`src/rtl/multicycle_control.sv`:
```
// Multi-cycle MIPS control FSM with memory wait states and a retired-instruction counter.
// Optional macro ILLEGAL_OP_TRAP_EN: unknown opcodes park the FSM in TRAP and raise illegal_op.
module multicycle_control #(
  parameter int                    OPCODE_W = 6,
  parameter int                    CNT_W    = 32,
  parameter logic [OPCODE_W-1:0]   OP_RTYPE = 6'b000000,
  parameter logic [OPCODE_W-1:0]   OP_LW    = 6'b100011,
  parameter logic [OPCODE_W-1:0]   OP_SW    = 6'b101011,
  parameter logic [OPCODE_W-1:0]   OP_BEQ   = 6'b000100,
  parameter logic [OPCODE_W-1:0]   OP_ADDI  = 6'b001000,
  parameter logic [OPCODE_W-1:0]   OP_J     = 6'b000010
) (
  input  logic                clk,
  input  logic                rst,
  input  logic [OPCODE_W-1:0] opcode,
  input  logic                mem_ready,
`ifdef ILLEGAL_OP_TRAP_EN
  output logic                illegal_op,
`endif
  output logic                PCWrite,
  output logic                PCWriteCond,
  output logic                IorD,
  output logic                MemRead,
  output logic                MemWrite,
  output logic                MemtoReg,
  output logic                IRWrite,
  output logic [1:0]          PCSource,
  output logic [1:0]          ALUOp,
  output logic                ALUSrcA,
  output logic [1:0]          ALUSrcB,
  output logic                RegWrite,
  output logic                RegDst,
  output logic [3:0]          state,
  output logic                retire,
  output logic [CNT_W-1:0]    retired_cnt
);

  typedef enum logic [3:0] {
    S_IDLE      = 4'd0,
    S_FETCH     = 4'd1,
    S_DECODE    = 4'd2,
    S_MEM_ADDR  = 4'd3,
    S_MEM_RD    = 4'd4,
    S_MEM_WB    = 4'd5,
    S_MEM_WR    = 4'd6,
    S_R_EXEC    = 4'd7,
    S_R_WB      = 4'd8,
    S_BRANCH    = 4'd9,
    S_JUMP      = 4'd10,
    S_ADDI_EXEC = 4'd11,
    S_ADDI_WB   = 4'd12,
    S_TRAP      = 4'd13
  } state_t;

  // fetch marks FETCH so IRWrite/PCWrite can be qualified by mem_ready in the same cycle.
  typedef struct packed {
    logic       pc_write;
    logic       pc_write_cond;
    logic       iord;
    logic       mem_read;
    logic       mem_write;
    logic       mem_to_reg;
    logic       fetch;
    logic [1:0] pc_source;
    logic [1:0] alu_op;
    logic       alu_src_a;
    logic [1:0] alu_src_b;
    logic       reg_write;
    logic       reg_dst;
  } ctrl_t;

  state_t           r_state;
  ctrl_t            r_ctrl;
  logic             r_retire;
  logic [CNT_W-1:0] r_cnt;
  state_t           w_next;
  logic             w_retire_ev;

  function automatic ctrl_t f_decode(input state_t s);
    ctrl_t c;
    c = '0;
    case (s)
      S_FETCH:     begin c.mem_read = 1'b1; c.fetch = 1'b1; c.alu_src_b = 2'b01; end
      S_DECODE:    c.alu_src_b = 2'b11;
      S_MEM_ADDR:  begin c.alu_src_a = 1'b1; c.alu_src_b = 2'b10; end
      S_MEM_RD:    begin c.mem_read = 1'b1; c.iord = 1'b1; end
      S_MEM_WB:    begin c.reg_write = 1'b1; c.mem_to_reg = 1'b1; end
      S_MEM_WR:    begin c.mem_write = 1'b1; c.iord = 1'b1; end
      S_R_EXEC:    begin c.alu_src_a = 1'b1; c.alu_op = 2'b10; end
      S_R_WB:      begin c.reg_write = 1'b1; c.reg_dst = 1'b1; end
      S_BRANCH:    begin
        c.alu_src_a = 1'b1; c.alu_op = 2'b01;
        c.pc_write_cond = 1'b1; c.pc_source = 2'b01;
      end
      S_JUMP:      begin c.pc_write = 1'b1; c.pc_source = 2'b10; end
      S_ADDI_EXEC: begin c.alu_src_a = 1'b1; c.alu_src_b = 2'b10; end
      S_ADDI_WB:   c.reg_write = 1'b1;
      default:     c = '0;
    endcase
    return c;
  endfunction

  always_comb begin
    w_next = S_FETCH;
    case (r_state)
      S_IDLE:      w_next = S_FETCH;
      S_FETCH:     w_next = mem_ready ? S_DECODE : S_FETCH;
      S_DECODE: begin
        case (opcode)
          OP_LW, OP_SW: w_next = S_MEM_ADDR;
          OP_RTYPE:     w_next = S_R_EXEC;
          OP_BEQ:       w_next = S_BRANCH;
          OP_ADDI:      w_next = S_ADDI_EXEC;
          OP_J:         w_next = S_JUMP;
`ifdef ILLEGAL_OP_TRAP_EN
          default:      w_next = S_TRAP;
`else
          default:      w_next = S_FETCH;
`endif
        endcase
      end
      S_MEM_ADDR:  w_next = (opcode == OP_SW) ? S_MEM_WR : S_MEM_RD;
      S_MEM_RD:    w_next = mem_ready ? S_MEM_WB : S_MEM_RD;
      S_MEM_WR:    w_next = mem_ready ? S_FETCH : S_MEM_WR;
      S_R_EXEC:    w_next = S_R_WB;
      S_ADDI_EXEC: w_next = S_ADDI_WB;
`ifdef ILLEGAL_OP_TRAP_EN
      S_TRAP:      w_next = S_TRAP;
`endif
      default:     w_next = S_FETCH;
    endcase
  end

  // DECODE->FETCH only happens for an unrecognised opcode treated as a NOP, which still retires.
  always_comb begin
    w_retire_ev = 1'b0;
    if (w_next == S_FETCH) begin
      case (r_state)
        S_MEM_WB, S_MEM_WR, S_R_WB, S_BRANCH, S_JUMP, S_ADDI_WB, S_DECODE: w_retire_ev = 1'b1;
        default: w_retire_ev = 1'b0;
      endcase
    end
  end

  always_ff @(posedge clk or posedge rst) begin
    if (rst) begin
      r_state  <= S_IDLE;
      r_ctrl   <= '0;
      r_retire <= 1'b0;
      r_cnt    <= '0;
`ifdef ILLEGAL_OP_TRAP_EN
      illegal_op <= 1'b0;
`endif
    end else begin
      r_state  <= w_next;
      r_ctrl   <= f_decode(w_next);
      r_retire <= w_retire_ev;
      if (w_retire_ev) r_cnt <= r_cnt + {{(CNT_W-1){1'b0}}, 1'b1};
`ifdef ILLEGAL_OP_TRAP_EN
      illegal_op <= (w_next == S_TRAP);
`endif
    end
  end

  assign PCWrite     = r_ctrl.pc_write | (r_ctrl.fetch & mem_ready);
  assign PCWriteCond = r_ctrl.pc_write_cond;
  assign IorD        = r_ctrl.iord;
  assign MemRead     = r_ctrl.mem_read;
  assign MemWrite    = r_ctrl.mem_write;
  assign MemtoReg    = r_ctrl.mem_to_reg;
  assign IRWrite     = r_ctrl.fetch & mem_ready;
  assign PCSource    = r_ctrl.pc_source;
  assign ALUOp       = r_ctrl.alu_op;
  assign ALUSrcA     = r_ctrl.alu_src_a;
  assign ALUSrcB     = r_ctrl.alu_src_b;
  assign RegWrite    = r_ctrl.reg_write;
  assign RegDst      = r_ctrl.reg_dst;
  assign state       = r_state;
  assign retire      = r_retire;
  assign retired_cnt = r_cnt;

endmodule

```
`config.mk`:
```
export PLATFORM = sky130hd
export DESIGN_NAME = multicycle_control
export DESIGN_NICKNAME = d
export VERILOG_FILES = /design/src/rtl/multicycle_control.sv
export SDC_FILE = /design/constraint.sdc
export NUM_CORES = 1
export LEC_CHECK = 0
export ABC_AREA = 1
export CAP_MARGIN = 20
export CORE_MARGIN = 1
export CORE_UTILIZATION = 52
export DETAILED_ROUTE_END_ITERATION = 10
export HOLD_SLACK_MARGIN = 0.08
export PLACE_DENSITY = 0.76
export SLEW_MARGIN = 10
export SYNTH_ARGS = -nofsm -noshare
export SYNTH_HDL_FRONTEND = slang
export SYNTH_SLANG_ARGS = --single-unit
```
`constraint.sdc`:
```
create_clock -name clk -period 2.2 [get_ports clk]
set_clock_uncertainty 0.2 [all_clocks]
set_input_delay 0.44 -clock clk [delete_from_list [all_inputs] [get_ports clk]]
set_output_delay 0.44 -clock clk [all_outputs]
set_load 0.1 [all_outputs]
```
Word-level counts from Yosys, hierarchy flattened
Cells that the tools add are included.
Word-level totals
  output and inout port bits: 53
  bits in latches: 0
  register bits after elaboration: 53
  memories kept: 0
  word-level logic and storage cells: 77
  bits in read-only memories: 0
  input port bits: 9
  RAM bits: 0
Operators by class
  reductions and logical operators: 8
  equality and inequality tests: 29
  divide/modulo/power cells: 0
  shifts and indexed selects: 0
  $mul: 0
  muxes and demuxes: 21
  bitwise gates (word level): 2
  magnitude comparators: 0
  add/sub/neg operators: 1
Operators with widths (number)
  equality test 4 bit, second input constant: 10
  adder 32 x 1 -> 32 bit, second input constant: 1
  equality test 4 x 3 -> 1 bit, second input constant: 8
  case mux 4 bit (7 select lines): 1
  case mux 4 bit (5 select lines): 1
  equality test 4 x 2 -> 1 bit, second input constant: 4
  2-to-1 mux 1 bit: 13
  equality test 6 bit, second input constant: 2
  equality test 4 x 1 -> 1 bit, second input constant: 2
  case mux 2 bit (2 select lines): 2
  OR reduction 2 bit: 4
  OR reduction 7 bit: 1
  equality test 6 x 2 -> 1 bit, second input constant: 1
  equality test 6 x 3 -> 1 bit, second input constant: 1
  equality test 6 x 4 -> 1 bit, second input constant: 1
  zero test 6 bit: 1
  case mux 2 bit (3 select lines): 1
  2-to-1 mux 2 bit: 2
  OR reduction 4 bit: 1
  2-to-1 mux 3 bit: 1
  OR reduction 3 bit: 1
  bitwise AND 1 bit: 1
  OR 1 bit: 1

Longest topological paths before layout
Gate-level depths: netlist (run 1).
  depth in word-level cells: 7
  mapped depth: 13
  depth with buffers taken out: 12

Worst setup path before layout (run 1)
No wires, ideal clock.
  kind: flip-flop to flip-flop
  start point: register r_cnt[0] (netlist: retired_cnt[0])
  end point: register r_cnt[30] (netlist: retired_cnt[30])
  arrival time: 2240 ps
  setup slack: -362 ps
  stages on the path, launching flop included: 11
  period minus slack after synthesis: 2562 ps
  path buffers: 0
  cell sequence: dfrtp_1 ha_1 nand3_1 nor2_1 inv_1 nor2_1 nand2_1 nand2_1 nand2_1 nand3_1 nand2_1
On the way
  longest elaborated chain between the ends: 1
RTL lines
  start, declared: line 75  | logic [CNT_W-1:0] r_cnt;
  start signal, assigned: line 158  | if (w_retire_ev) r_cnt <= r_cnt + {{(CNT_W-1){1'b0}}, 1'b1};
  adder 32 x 1 -> 32 bit: line 158
Every way passes these cells.
A chain may end at the register's enable or synchronous reset.

Worst setup path in the final report (run 1)
  start point: register r_state[1] (netlist: state[1])
  end point: register r_cnt[2] (netlist: retired_cnt[2])
On the way
  longest elaborated chain between the ends: 4
  elaborated cells on any way between the ends: 17
RTL lines
  start, declared: line 72  | state_t r_state;
  start signal, assigned: line 155  | r_state <= w_next;
  equality test 4 bit, or another cell as far along: line 105  | case (r_state)
  case mux 4 bit (7 select lines) / OR reduction 7 bit (equally long branches): line 105, 138
  equality test 4 x 1 -> 1 bit / 2-to-1 mux 1 bit (equally long branches): line 137, 138
  2-to-1 mux 1 bit (*): line 137  | if (w_next == S_FETCH) begin
Mark *: on every way between the ends. The rest lies on a longest branch, timed or not.

==> metrics.csv, run 1 <==
metric;value;unit
status;complete, no violations;
endpoint;retired_cnt[2]$_DFFE_PP0P_;
synthTopCellsByCount;nand2_1, dfrtp_1, nand3_1, nor2_1, inv_1;
regArea;1290;um2
syn_inst;440;
synth-adder-area-share;0.399;%
synth_top_area_share;40.7;%
maxSlewViolCount;0;
grt_overflow_total;0;
drt-met1-wl;4050;um
synthXorXnorAreaFrac;6.42;%
synth_compound_area_share;2.47;%
totalNegativeSetupSlack;0;ns
clkTransAtPathRegs;0.09;ns
max_cap_viol_count;0;
fin_crit_sh;98.3;%
rr_startpoint;state[1]$_DFF_PP0_;
crit_slowest_cell;dfrtp_2;
grt_max_degree;34;
grt_pass1_vias;2881;
antenna_found_initial;0;
slowest_delay;0.43;ns
syn-cell-area;3140;um2
clock_power_share;10.8;%
critPathLaunchType;flop;
clockRootBuffer;clkbuf_8;
synth_cell_type_count;29;
crit_start;state[1]$_DFF_PP0_;
clock-sinks;51;
core;5680;um2
rows;27;
r2r_cells;10;
synth_top_family_by_area;simple AND/OR/NAND/NOR gates;
routedWlPerCell;15.0;um
routed-wl-met3;726;um
setup_slack;0.0379;ns
relSlewSlack;70.6;%
grt_pass1_wl;14000;um
syn_nets;450;
drt_iter0_markers;230;
place_area;4310;um2
p_int;2.45;mW
die-area;6350;um2
worstSetupEndpointType;flop;
pwr-share-seq;24.4;%
fmaxAchievable;463;MHz
ant_nets;0;
p_leak;2.34;nW
synthToLayoutAreaGrowth;46.0;%
worst_slew_pin_slew;0.440;ns
yosys.area_share.simple;40.7;%
crit_type;flop to flop;
drc;0;
place_ws;-0.252;ns
total_power;5.00;mW
peakVddDrop;0.000987;V
num_vias;3226;
cp_max_fo;8;
routed-wl-met2;4170;um
n_antenna_cell;0;
synth.most_common_cell;nand2_1;
wl;9040;um
crit_path_frequent_cell;nand3_1;
die_w;79.7;um
tritoncts.num_buffers;5;
nets;540;
worstPathCellList;buf_4 -> inv_2 -> o211ai_1 -> nand3_1 -> nor2_2 -> nand2_2 -> nor2_4 -> clkbuf_16 -> nand3_1 -> nand2_1;
p_switching;2.55;mW
gp_congestion;0.946;
syn_avg_cell_area;7.13;um2
required;2.24;ns
min_period;2.16;ns
multiInputGateArea;1610;um2
ys_warn_count;0;
io-pin-count;62;
ys_async_sr_fraction;100;%
synth_top_cell_by_area;dfrtp_1;
synth_area_leaders;dfrtp_1, nand2_1, nand3_1, nor2_1, xor2_1;
cts_max_level;2;
clock_latency;0.31;ns
fillerInstances;395;
grt_usage;28.9;%
arrival;2.21;ns
synth_ff_type;dfrtp_1;
drive_above_1_share;27.1;%
powerDensity;1090;nW/um2
cts_tree;done;
reg2reg_to;retired_cnt[2]$_DFFE_PP0P_;
ys_ff_latch;51;
io_buffers;61;
synth_mux_area_share;0;%
hpwl;6450;um
min_path_type;primary input to asynchronous set/reset pin;
yosysSeqAreaShare;40.7;%
p_comb_share;64.8;%
finalSetupViolCount;0;
initial_core_util;55.3;%
cts_buffer_depth;2;
viasPerCell;5.35;
die-height;79.7;um
top_layer;met4;
synth_edf_count;0;
first_pass_iters;5;
swShare;51.0;%
reg2reg_slack;0.04;ns
design_area;4580;um2
hold_viol;0;
[how the worst min path moves through the flow]
stage	slack, ns	startpoint	to	cells past startpoint
2_1_floorplan	0.44	mem_ready	MemtoReg$_DFF_PP0_	2
3_3_place_gp	0.30	retired_cnt[5]$_DFFE_PP0P_	retired_cnt[5]$_DFFE_PP0P_	2
3_5_place_dp	0.32	retired_cnt[5]$_DFFE_PP0P_	retired_cnt[5]$_DFFE_PP0P_	2
4_1_cts	0.27	rst	RegDst$_DFF_PP0_	2
5_1_grt	0.30	rst	ALUSrcB[1]$_DFF_PP0_	2
6_report	0.25	rst	MemWrite$_DFF_PP0_	2
[through the flow]
| stage | hold WS (ns) | instances | utilization, % |
|---|---|---|---|
| 2_1_floorplan | 0.439 | 440 | - |
| 3_3_place_gp | 0.300 | 584 | 75.9 |
| 5_1_grt | 0.298 | 603 | 80.7 |
| 4_1_cts | 0.265 | 592 | 77.5 |
| 3_5_place_dp | 0.320 | 584 | 75.9 |
| 6_report | 0.250 | 603 | 80.7 |
[power groups by stage]
stage / clock (mW) / sequential [mW] / combinational [mW]
global route: 0.585 / 1.23 / 3.39
CTS: 0.548 / 1.22 / 2.76
floorplan: 0 / 1.87 / 1.29
global placement: 0 / 1.23 / 2.69
detailed placement: 0 / 1.24 / 2.76
finish: 0.541 / 1.22 / 3.24
[cells in the final DEF, fill, tap and decap left out, drive strengths merged, types with 3 or more instances in the layout]
master	count
buf	88
clkbuf	7
clkinvlp	3
dfrtp	51
dlymetal6s2s	7
inv	43
nand2	159
nand3	51
nand3b	4
nand4	8
nor2	55
nor3	14
o21ai	6
xnor2	5
xor2	18
[what timing repair did]
item | 4_1_cts | 5_1_grt
pin swaps | 0 | 8
gates cloned | 0 | 3
buffers inserted | 0 | 8
resized for setup | 1 | 18
setup endpoints to repair | 1 | 36
hold buffers | 0 | 0
[per-layer routing]
layer	up-vias	global-route usage, %
li1	1561	-
met1	1497	42.7
met2	153	44.4
met3	15	4.11
met4	0	6.91
met5	-	0
[state kept, by name, summed over array words and instances (netlist names)]
name	count
RegDst	1
retire	1
RegWrite	1
r_ctrl	2
state	4
ALUSrcA	1
ALUOp	2
PCSource	1
MemWrite	1
MemtoReg	1
MemRead	1
ALUSrcB	2
IorD	1
retired_cnt	32
[worst max-delay path, delay by kind of cell, from the launching register on]
family / cells / cell delay [ns]
AO/OA/AOI/OAI: 1 / 0.25
buffers and inverters: 3 / 0.41
flip-flops: 1 / 0.43
AND/OR/NAND/NOR: 6 / 0.81
[final cells by class]
| class | instances | share of cell area (%) |
|---|---|---|
| Clock buffer | 5 | 1.50 |
| Clock inverter | 3 | 0.437 |
| Tap cell | 72 | 1.97 |
| Inverter | 44 | 3.69 |
| Timing Repair Buffer | 98 | 28.9 |
| Multi-Input combinational cell | 330 | 35.2 |
| Sequential cell | 51 | 28.2 |
[logic make-up after synthesis]
logic type	count (synthesis)
AND/OR/NAND/NOR	294
buffers and inverters	59
flip-flops	51
AO/OA/AOI/OAI	12
adder cells (fa/ha/maj)	1
XOR/XNOR	23
Power figures use the tool's default switching activity.
==> inputs of run 2 (changes only) <==
--- a/config.mk
+++ b/config.mk
@@ -7,6 +7,7 @@
 export LEC_CHECK = 0
 export ABC_AREA = 1
 export CAP_MARGIN = 20
+export CORE_ASPECT_RATIO = 1.25
 export CORE_MARGIN = 1
 export CORE_UTILIZATION = 52
 export DETAILED_ROUTE_END_ITERATION = 10
@@ -16,3 +17,4 @@
 export SYNTH_ARGS = -nofsm -noshare
 export SYNTH_HDL_FRONTEND = slang
 export SYNTH_SLANG_ARGS = --single-unit
+export TNS_END_PERCENT = 100
==> metrics.csv, run 2 (synthesis results as in run 1) <==
metric;value;unit
status;complete, no violations;
drive_above_1_share;23.7;%
fmaxAchievable;481;MHz
rsz0062_at_grt;no;
wl;8560;um
grt_max_degree;52;
hpwl;6590;um
ant_nets;0;
top_layer;met4;
powerDensity;1080;nW/um2
crit_path_frequent_cell;nand3_1;
place_area;4290;um2
synthToLayoutAreaGrowth;41.4;%
peakVddDrop;0.00124;V
core;5820;um2
critical_path.top_delay_family;simple AND/OR/NAND/NOR gates;
cp_max_fo;6;
design_area;4430;um2
worstSetupEndpointType;flop;
slowest_delay;0.46;ns
path_buf_inv;1;
r2r_cells;8;
holdBufCountCts;0;
first_pass_iters;7;
num_vias;3107;
io-pin-count;62;
maxSlewViolCount;0;
layout_common_cells;nand2_1, nand3_1, nor2_1, buf_12, dfrtp_1;
required;2.25;ns
hold_viol;0;
hold-worst-slack;0.284;ns
clockRootBuffer;clkbuf_8;
finalSetupViolCount;0;
die-area;6350;um2
cts_setup_buffers;0;
routed-wl-met2;4840;um
min_path_type;primary input to asynchronous set/reset pin;
worstPathCellList;ha_1 -> nand3_1 -> nor2_1 -> inv_1 -> nor3_1 -> xor2_1 -> nand3_1 -> nand2_1;
drt-met1-wl;3110;um
reg2reg_to;retired_cnt[22]$_DFFE_PP0P_;
crit_type;flop to flop;
gp_congestion;0.906;
n_antenna_cell;0;
clock-sinks;51;
clkTransAtPathRegs;0.10;ns
initial_core_util;53.9;%
drc;0;
clock_latency;0.31;ns
max_cap_viol_count;0;
largest_register_ffs;32;
io_buffers;61;
antenna_found_initial;0;
cts_tree;done;
arrival;2.13;ns
drt_iter0_markers;170;
routedWlPerCell;14.6;um
crit_slowest_cell;dfrtp_2;
worst_slew_pin_slew;0.407;ns
layout_commonest_cell;nand2_1;
rr_startpoint;retired_cnt[0]$_DFFE_PP0P_;
min_period;2.08;ns
fin_crit_sh;94.6;%
tritoncts.num_buffers;5;
relSlewSlack;72.6;%
grt_usage;28.9;%
die-height;88.8;um
viasPerCell;5.31;
cts_buffer_depth;2;
grt_pass1_wl;14000;um
reg2reg_slack;0.12;ns
routed-wl-met3;296;um
nets;528;
grt_pass1_vias;3084;
grt_overflow_total;0;
critPathLaunchType;flop;
p_leak;2.22;nW
die_w;71.5;um
rows;31;
cts_max_level;2;
-- run 2: metrics by stage --
| step | instances | TNS [ns] | setup slack [ns] | util, % | power [mW] |
|---|---|---|---|---|---|
| final | 585 | 0 | 0.119 | 76.2 | 4.80 |
| after global routing | 585 | 0 | 0.0139 | 76.2 | 4.99 |
| after CTS | 585 | 0 | 0.0945 | 76.1 | 4.80 |
| after detailed placement | 577 | -6.71 | -0.210 | 73.8 | 4.02 |
| after global placement | 577 | -4.40 | -0.156 | 73.8 | 3.95 |
| after floorplan | 440 | -0.0145 | -0.0145 | - | 3.16 |
-- run 2: routing by layer --
| layer | vias up | GRT usage [%] |
|---|---|---|
| li1 | 1532 | - |
| met1 | 1463 | 29.0 |
| met2 | 91 | 57.8 |
| met3 | 21 | 4.21 |
| met4 | 0 | 14.3 |
| met5 | - | 0 |
-- run 2: area by class of cell --
class                   count  area, um2
multi-input cells         330       1580
fillers                   448       1380
flip-flops and latches     51       1290
repair buffers             86       1180
inverters                  44        169
well taps                  66       82.6
clock buffers               6       72.6
clock inverters             2       60.1
-- run 2: what timing repair did --
action,CTS,global route
pin swaps,0,0
setup endpoints to repair,1,31
resized for setup,2,2
gates cloned,0,0
-- run 2: worst max-delay path by stage --
stage / end / slack [ns] / from / depth (start not counted)
floorplan: retired_cnt[30]$_DFFE_PP0P_ / -0.01 / retired_cnt[0]$_DFFE_PP0P_ / 10
global placement: r_ctrl[15]$_DFF_PP0_ / -0.16 / opcode[5] / 10
CTS: retired_cnt[6]$_DFFE_PP0P_ / 0.09 / state[0]$_DFF_PP0_ / 11
finish: retired_cnt[22]$_DFFE_PP0P_ / 0.12 / retired_cnt[0]$_DFFE_PP0P_ / 8
detailed placement: ALUSrcB[0]$_DFF_PP0_ / -0.21 / opcode[5] / 12
global route: retired_cnt[0]$_DFFE_PP0P_ / 0.01 / opcode[4] / 13
-- run 2: worst min-delay path: cells and delay by family --
family,cells,cell delay [ns]
buf+inv,3,0.74
-- run 2: power breakdown --
part / switching, mW / internal, mW
combinational: 1.91 / 0.875
clock: 0.324 / 0.455
sequential: 0.160 / 1.07
==> inputs of run 3 (changes only) <==
--- a/config.mk
+++ b/config.mk
@@ -9,10 +9,11 @@
 export CAP_MARGIN = 20
 export CORE_ASPECT_RATIO = 1.25
 export CORE_MARGIN = 1
-export CORE_UTILIZATION = 52
+export CORE_UTILIZATION = 54
+export CTS_BUF_LIST = sky130_fd_sc_hd__clkbuf_4 sky130_fd_sc_hd__clkbuf_8
 export DETAILED_ROUTE_END_ITERATION = 10
 export HOLD_SLACK_MARGIN = 0.08
-export PLACE_DENSITY = 0.76
+export PLACE_DENSITY = 0.79
 export SLEW_MARGIN = 10
 export SYNTH_ARGS = -nofsm -noshare
 export SYNTH_HDL_FRONTEND = slang
==> metrics.csv, run 3 (synthesis results as in run 1) <==
metric;value;unit
status;complete, no violations;
slowest_delay;0.43;ns
place_ws;-0.268;ns
synthToLayoutAreaGrowth;45.9;%
rows;30;
die_w;70.2;um
min_path_type;primary input to asynchronous set/reset pin;
clock-sinks;51;
grt_usage;30.0;%
routedWlPerCell;15.8;um
hpwl;6680;um
drt_iter0_markers;241;
p_leak;2.34;nW
ant_nets;0;
layout_common_cells;nand2_1, nand3_1, nor2_1, buf_12, buf_4;
place_area;4310;um2
largest_register_ffs;32;
initial_core_util;56.8;%
fmaxAchievable;484;MHz
cts_buffer_depth;2;
layout_commonest_cell;nand2_1;
cts_tree;done;
holdBufCountCts;0;
die-area;6120;um2
peakVddDrop;0.00113;V
drive_above_1_share;26.2;%
nets;536;
clkTransAtPathRegs;0.09;ns
grt_pass1_vias;3114;
critPathLaunchType;flop;
grt_pass1_wl;14300;um
clock_latency;0.31;ns
crit_path_frequent_cell;nand3_1;
arrival;2.12;ns
worstPathCellList;ha_1 -> nand3_1 -> nor2_1 -> inv_1 -> nor3_2 -> xor2_1 -> nand3_1 -> nand2_1;
io-pin-count;62;
crit_type;flop to flop;
gp_congestion;0.908;
max_cap_viol_count;0;
n_antenna_cell;0;
grt_max_degree;52;
antenna_found_initial;0;
die-height;87.2;um
worstSetupEndpointType;flop;
required;2.25;ns
worst_slew_pin_slew;0.435;ns
powerDensity;1130;nW/um2
tritoncts.num_buffers;5;
design_area;4580;um2
viasPerCell;5.54;
core;5520;um2
wl;9330;um
io_buffers;61;
relSlewSlack;70.8;%
finalSetupViolCount;0;
hold_viol;0;
final_util;82.9;%
min_period;2.07;ns
crit_slowest_cell;dfrtp_2;
num_vias;3274;
rsz0062_at_grt;no;
maxSlewViolCount;0;
fin_crit_sh;93.9;%
grt_overflow_total;0;
cts_max_level;2;
cp_max_fo;5;
clockRootBuffer;clkbuf_8;
drc;0;
hold-worst-slack;0.286;ns
first_pass_iters;8;
setup_slack;0.134;ns
[run 3: cell types whose count changed in the layout (fill, tap and decap cells not counted), moves of 2 or more]
cell             change
dlymetal6s2s_1       +6
buf_6                +2
nor2_2               +3
nor2_1               -2
clkbuf_16            +2
clkdlybuf4s50_1      -6
buf_4                +4
[run 3: final cells by class]
cell class,instances,area (um2)
inverter,44,169
sequential,51,1290
fill,363,941
timing repair buffer,94,1290
tap,64,80.1
clock buffer,6,76.3
clock inverter,2,60.1
multi-input combinational,330,1600
[run 3: per-layer routing]
layer	GRT usage (%)	share of wire, %	up-vias
li1	-	-	1552
met1	30.8	35	1518
met2	57.1	53	156
met3	5.56	6.3	48
met4	16.4	5.7	0
met5	0	0	-
[run 3: worst paths after layout]
path / start / to / slack [ns] / cells past startpoint
hold reg to reg: retired_cnt[5]$_DFFE_PP0P_ / retired_cnt[5]$_DFFE_PP0P_ / 0.34 / 2
max in group asynchronous: rst / state[0]$_DFF_PP0_ / 1.27 / 3
setup reg to reg: retired_cnt[1]$_DFFE_PP0P_ / retired_cnt[22]$_DFFE_PP0P_ / 0.13 / 8
min in group clk: retired_cnt[5]$_DFFE_PP0P_ / retired_cnt[5]$_DFFE_PP0P_ / 0.34 / 2
setup / recovery: retired_cnt[1]$_DFFE_PP0P_ / retired_cnt[22]$_DFFE_PP0P_ / 0.13 / 8
hold / removal: rst / retired_cnt[2]$_DFFE_PP0P_ / 0.29 / 3
[run 3: worst max-delay path: cells and delay by family, from the launching register on]
kind,cells,cell delay [ns]
DFF,1,0.43
xor gates and xnor gates,1,0.21
adders and majority gates,1,0.25
and+or+nand+nor,5,0.81
buffers and inverters,1,0.10
[run 3: through the flow]
| stage | setup TNS [ns] | power, mW | cells |
|---|---|---|---|
| finish | 0 | 5.15 | 591 |
| global placement | -6.97 | 3.98 | 578 |
| global route | 0 | 5.33 | 591 |
| detailed placement | -8.90 | 4.02 | 578 |
| floorplan | -0.0145 | 3.16 | 440 |
| CTS | 0 | 4.81 | 586 |
[run 3: report_power, final]
group | switching (mW) | total [mW] | internal [mW]
Clock | 0.329 | 0.796 | 0.467
Combinational | 2.05 | 3.14 | 1.09
Sequential | 0.138 | 1.21 | 1.07
[run 3: what timing repair did]
item / CTS / global route
gates cloned: 0 / 3
gates resized for setup: 3 / 14
setup buffers: 0 / 2
pin swaps: 0 / 5
endpoints found under the setup margin: 1 / 34
==> RTL edit 1 (settings of run 3) <==
`CNT_W`: 32 -> 48.
--- a/src/rtl/multicycle_control.sv
+++ b/src/rtl/multicycle_control.sv
@@ -4,3 +4,3 @@
   parameter int                    OPCODE_W = 6,
-  parameter int                    CNT_W    = 32,
+  parameter int                    CNT_W    = 48,
   parameter logic [OPCODE_W-1:0]   OP_RTYPE = 6'b000000,
Ports: changed (resized retired_cnt); port bits go from 62 to 78. No check against the original RTL was run, so the function may have changed too.
==> RTL edit 1 against run 3 <==
Sequential power is 26% higher. Critical endpoint is now retired_cnt[13]$_DFFE_PP0P_. Non-clock buffer count is 26 higher. Critical path type unchanged. Design area is 40% higher. Total power is 20% higher. Routed wire length is 70% higher. Setup slack worse by 0.12 ns. Combinational power is 12% higher. Synthesized area is 41% higher. Sequential cell count is 16 higher.
==> RTL edit 1: results (changes against run 3) <==
Layout
  – Sequential cell count: 67 (+31%)
  – Inverters excl. clock: 48 (+9.1%)
  – Ratio of cells with drive above 1 in the final layout: 22.2% (-4.0 points)
  – Post-route cell area: 6390 um^2 (+40%)
  – Final std cells w/o fill: 885 (+50%)
  – Register fraction of the total cell area: 26.8% (-1.4 points)
  – Largest register FFs: 48 (+50%)
  – Final #Nets: 795 (+48%)
  – Multi-input gate count: 539 (+63%)
  – Area of the multi-input gates: 2500 um^2 (+56%)

Pwr
  – Total power: 6170 uW (+20%)
  – Max VDD drop: 0.00134 V (+18%)
  – Pint: 3000 uW (+14%)

GRT
  – Grt met2 use: 64.1% (+7.0 points)
  – GR Util met3: 7.14% (+1.6 points)
  – First-pass GRT wire length: 24.2 mm (+69%)
  – Largest net degree at the start of global routing: 59 (+13%)

Placed design
  – Placed Cells: 866 (+50%)
  – Post-DP Area: 6100 um^2 (+42%)

Detailed routing
  – Number of DRC markers in iteration 0: 396 (+64%)
  – Via density per instance: 5.94 (+7.1%)
  – Drt first pass iters: 5 (-3)

Worst setup path
  – Worst-path fanout max: 18 (+13)

STA
  – Worst Max-Slew Pin Slew: 0.412 ns (-0.0228 ns)

Clock tree
  – Total CTS buffers: 9 (+4)

Synth
  – Post-synthesis sequential area ratio: 37.8% (-2.9 points)
  – Synth Area per Inst: 6.55 um^2 (-8.1%)

Run status
  – Status: finished, final reports clean
==> RTL edit 1: cell count changes after synthesis, sizes merged, moves of 2 or more <==
cell and delta:
a21boi -2, and3 +2, buf +6, clkbuf +2, dfrtp +16, inv +4, nand2 +130, nand3 -2
nand3b +12, nand4 +43, nor2 +47, nor3 -9, o21ai -4, xor2 -7
==> RTL edit 1: cell families (layout without fill, tap and decap cells) <==
kind of cell / Yosys count / after routing / share of synthesized area (%)
AO/OA/AOI/OAI: 8 / 8 / 1.07
XOR/XNOR: 15 / 15 / 2.96
adder cells (fa/ha/maj): 1 / 1 / 0.282
buffers and inverters: 71 / 184 / 7.28
flip-flops: 67 / 67 / 37.8
AND/OR/NAND/NOR: 515 / 515 / 50.6
==> RTL edit 1: worst paths after layout <==
| path | slack (ns) | start | cells past startpoint | endpoint |
|---|---|---|---|---|
| max | 0.01 | state[1]$_DFF_PP0_ | 11 | retired_cnt[13]$_DFFE_PP0P_ |
| min reg2reg | 0.39 | retired_cnt[14]$_DFFE_PP0P_ | 2 | retired_cnt[14]$_DFFE_PP0P_ |
| max reg2reg | 0.01 | state[1]$_DFF_PP0_ | 11 | retired_cnt[13]$_DFFE_PP0P_ |
| min | 0.16 | rst | 2 | ALUSrcB[0]$_DFF_PP0_ |
| max in group asynchronous | 1.01 | rst | 3 | retired_cnt[14]$_DFFE_PP0P_ |
| min in group clk | 0.39 | retired_cnt[14]$_DFFE_PP0P_ | 2 | retired_cnt[14]$_DFFE_PP0P_ |
==> RTL edit 1: critical path: stages (launching register included) <==
cell	delay, ns
dfrtp_4	0.52
nand2_1	0.16
nor2_1	0.07
nand2_2	0.11
nand2_1	0.09
nor2_2	0.15
nand2_2	0.11
nor2_4	0.18
nand3_4	0.13
buf_12	0.18
nand2_1	0.07
nand2_1	0.08
==> RTL edit 2 (flow settings as in run 3) <==
Without the edit above. Make the reset (`rst`) synchronous in one clocked block.
--- a/src/rtl/multicycle_control.sv
+++ b/src/rtl/multicycle_control.sv
@@ -144,3 +144,3 @@
 
-  always_ff @(posedge clk or posedge rst) begin
+  always_ff @(posedge clk) begin
     if (rst) begin
Behaviour: differs if rst is asserted again (counterexample within 4 cycles, from zero or initial values and one cycle with rst high); with rst held inactive, the same outputs for 10 cycles.
==> RTL edit 2 against run 3 <==
Critical path depth up 3. Synthesized area decreased by 0.56%. Setup slack worse by 0.057 ns. Sequential cell count unchanged. First-iteration DRC count down 38%. Count of clock-buffer cells in the layout is 1 lower. Routed wire length down 4.7%. Worst hold slack lost 0.052 ns. Design area decreased by 8.9%. Synthesized cell count grew 6.6%. Critical endpoint is now retired_cnt[1]$_SDFFE_PP0P_. Largest cell class unchanged. Highest routed layer unchanged.
Power is not compared: it rests on default switching activity, and its combinational part moved more than twofold at a synthesized area within 25%.
==> RTL edit 2: results (changes against run 3) <==
Synth
  – Async set-reset flop share out of synthesis: 0% (-100 points)
  – Post-Synthesis Net Count: 479 (+6.4%)
  – Post-synthesis sequential area ratio: 32.7% (-8.0 points)
  – Top post-synthesis cells by count: nand2_1 (143), nor2_1 (81), dfxtp_1 (51)
  – Primary FF master, synth: dfxtp_1
  – Top post-synthesis cells by area: dfxtp_1 (33%), nand2_1 (17%), nor2_1 (9.7%), nand4_1 (6.6%), nand3b_1 (3.9%)
  – Netlist cell types: 30 (+3.4%)

Job
  – Max Cap Viol: 0 (unchanged)

Clock tree
  – Maximum clock path buffer count: 2 (unchanged)
  – Total CTS buffers: 5 (unchanged)
  – Clock transition at path regs: ~0.1 ns

Detailed routing
  – Drt first pass iters: 5 (-3)
  – Number of DRC markers in iteration 0: 149 (-38%)
  – Wire length per cell: 14.6 um (-7.2%)
  – Vias: 3411 (+4.2%)

GRT
  – Initial antenna violation count: 0 (unchanged)
  – Largest net degree at the start of global routing: 32 (-38%)
  – Vias in the first global route: 3209 (+3.1%)
  – First-pass GRT wire length: 14.6 mm (+2.2%)
  – GRT Total Usage: 30.1% (+0.14 points)

Placed design
  – DP Wirelength: 6.74 mm (+0.93%)
  – GP Congestion: 1.02 (+13%)
  – Post-DP Area: 4060 um^2 (-5.9%)
  – Worst slack at placement: -0.243 ns (+0.0254 ns)

Layout
  – Ratio of cells with drive above 1 in the final layout: 28.0% (+1.8 points)
  – Diode count: 0 (unchanged)
  – Final #Nets: 552 (+3.0%)
  – Fillcell total: 430 (+18%)

Worst hold path
  – Worst Hold Class: in2reg

STA
  – Worst Max-Slew Pin Slew: 0.441 ns (+0.00609 ns)

Worst setup path
  – Worst-path fanout max: 12 (+7)
  – Worst path arrival time: 2.14 ns (+0.02 ns)

Run status
  – Status: finished, final reports clean
-- RTL edit 2: cell types whose count changed after synthesis, sizes merged, moves of 12 or more --
cell           run 3  this run
nand4              8        33
dfxtp              0        51
dfrtp             51         0
a21oi              2        32
nand3b             4        16
nand3             51        15
inv               44        25
nor2              55        89
-- RTL edit 2: kinds of logic (layout without fill, tap and decap cells) --
group                      after synthesis  in the layout  share of synthesized area, %
and+or+nand+nor                        317            317                          47.1
DFF                                     51             51                          32.7
buffers and inverters                   48            122                          8.14
AOI/OAI and AO/OA                       37             37                          7.46
xor gates and xnor gates                15             15                          4.21
adders and majority gates                1              1                         0.401
-- RTL edit 2: power by group through the flow --
stage	clock, uW	sequential [uW]	combinational [uW]
5_1_grt	650	977	705
3_5_place_dp	0	995	659
2_1_floorplan	0	1120	368
6_report	595	974	672
4_1_cts	597	974	659
3_3_place_gp	0	993	649
-- RTL edit 2: layer usage --
metal | vias up | global-route usage, % | part of all wire, % | wire length [um]
li1 | 1661 | - | - | -
met1 | 1586 | 31.8 | 39 | 3430
met2 | 127 | 56.2 | 51 | 4570
met3 | 37 | 5.21 | 5.4 | 477
met4 | 0 | 17.3 | 4.7 | 418
met5 | - | 0 | 0 | 0
-- RTL edit 2: final timing paths --
path,from,end,slack (ns),cells past startpoint
max,opcode[4],retired_cnt[1]$_SDFFE_PP0P_,0.08,11
min reg2reg,retired_cnt[6]$_SDFFE_PP0P_,retired_cnt[6]$_SDFFE_PP0P_,0.30,2
max reg2reg,state[0]$_SDFF_PP0_,retired_cnt[1]$_SDFFE_PP0P_,0.17,9
min,rst,state[0]$_SDFF_PP0_,0.23,2
-- RTL edit 2: metrics by stage --
step | total power (uW) | utilization [%] | std cells | TNS, ns
finish | 2240 | 76.1 | 607 | 0
global route | 2330 | 76.1 | 607 | -0.00437
CTS | 2230 | 75.8 | 607 | 0
detailed placement | 1650 | 74.1 | 599 | -8.03
global placement | 1640 | 74.1 | 599 | -6.28
floorplan | 1480 | - | 469 | 0
-- RTL edit 2: worst max-delay path: stages --
cell             delay, ns
clkdlybuf4s50_1       0.53
nor2_4                0.07
nand3_1               0.13
nand3_1               0.09
nand2_1               0.08
nand2_2               0.09
nor2_4                0.18
nand3_4               0.13
buf_12                0.17
o21bai_1              0.17
nor2_1                0.05
-- RTL edit 2: layout make-up --
type	instances	area, um^2	area share [%]
multi-input combinational	370	1860	44.6
timing repair buffer	89	990	23.7
clock buffer	5	68.8	1.65
clock inverter	3	26.3	0.630
inverter	25	97.6	2.34
tap	64	80.1	1.92
sequential	51	1050	25.2
-- RTL edit 2: repair_timing --
item,4_1_cts,5_1_grt
pin swaps,0,1
hold endpoints to repair,0,0
endpoints found under the setup margin,2,17
gates cloned,0,0
resized for setup,1,4
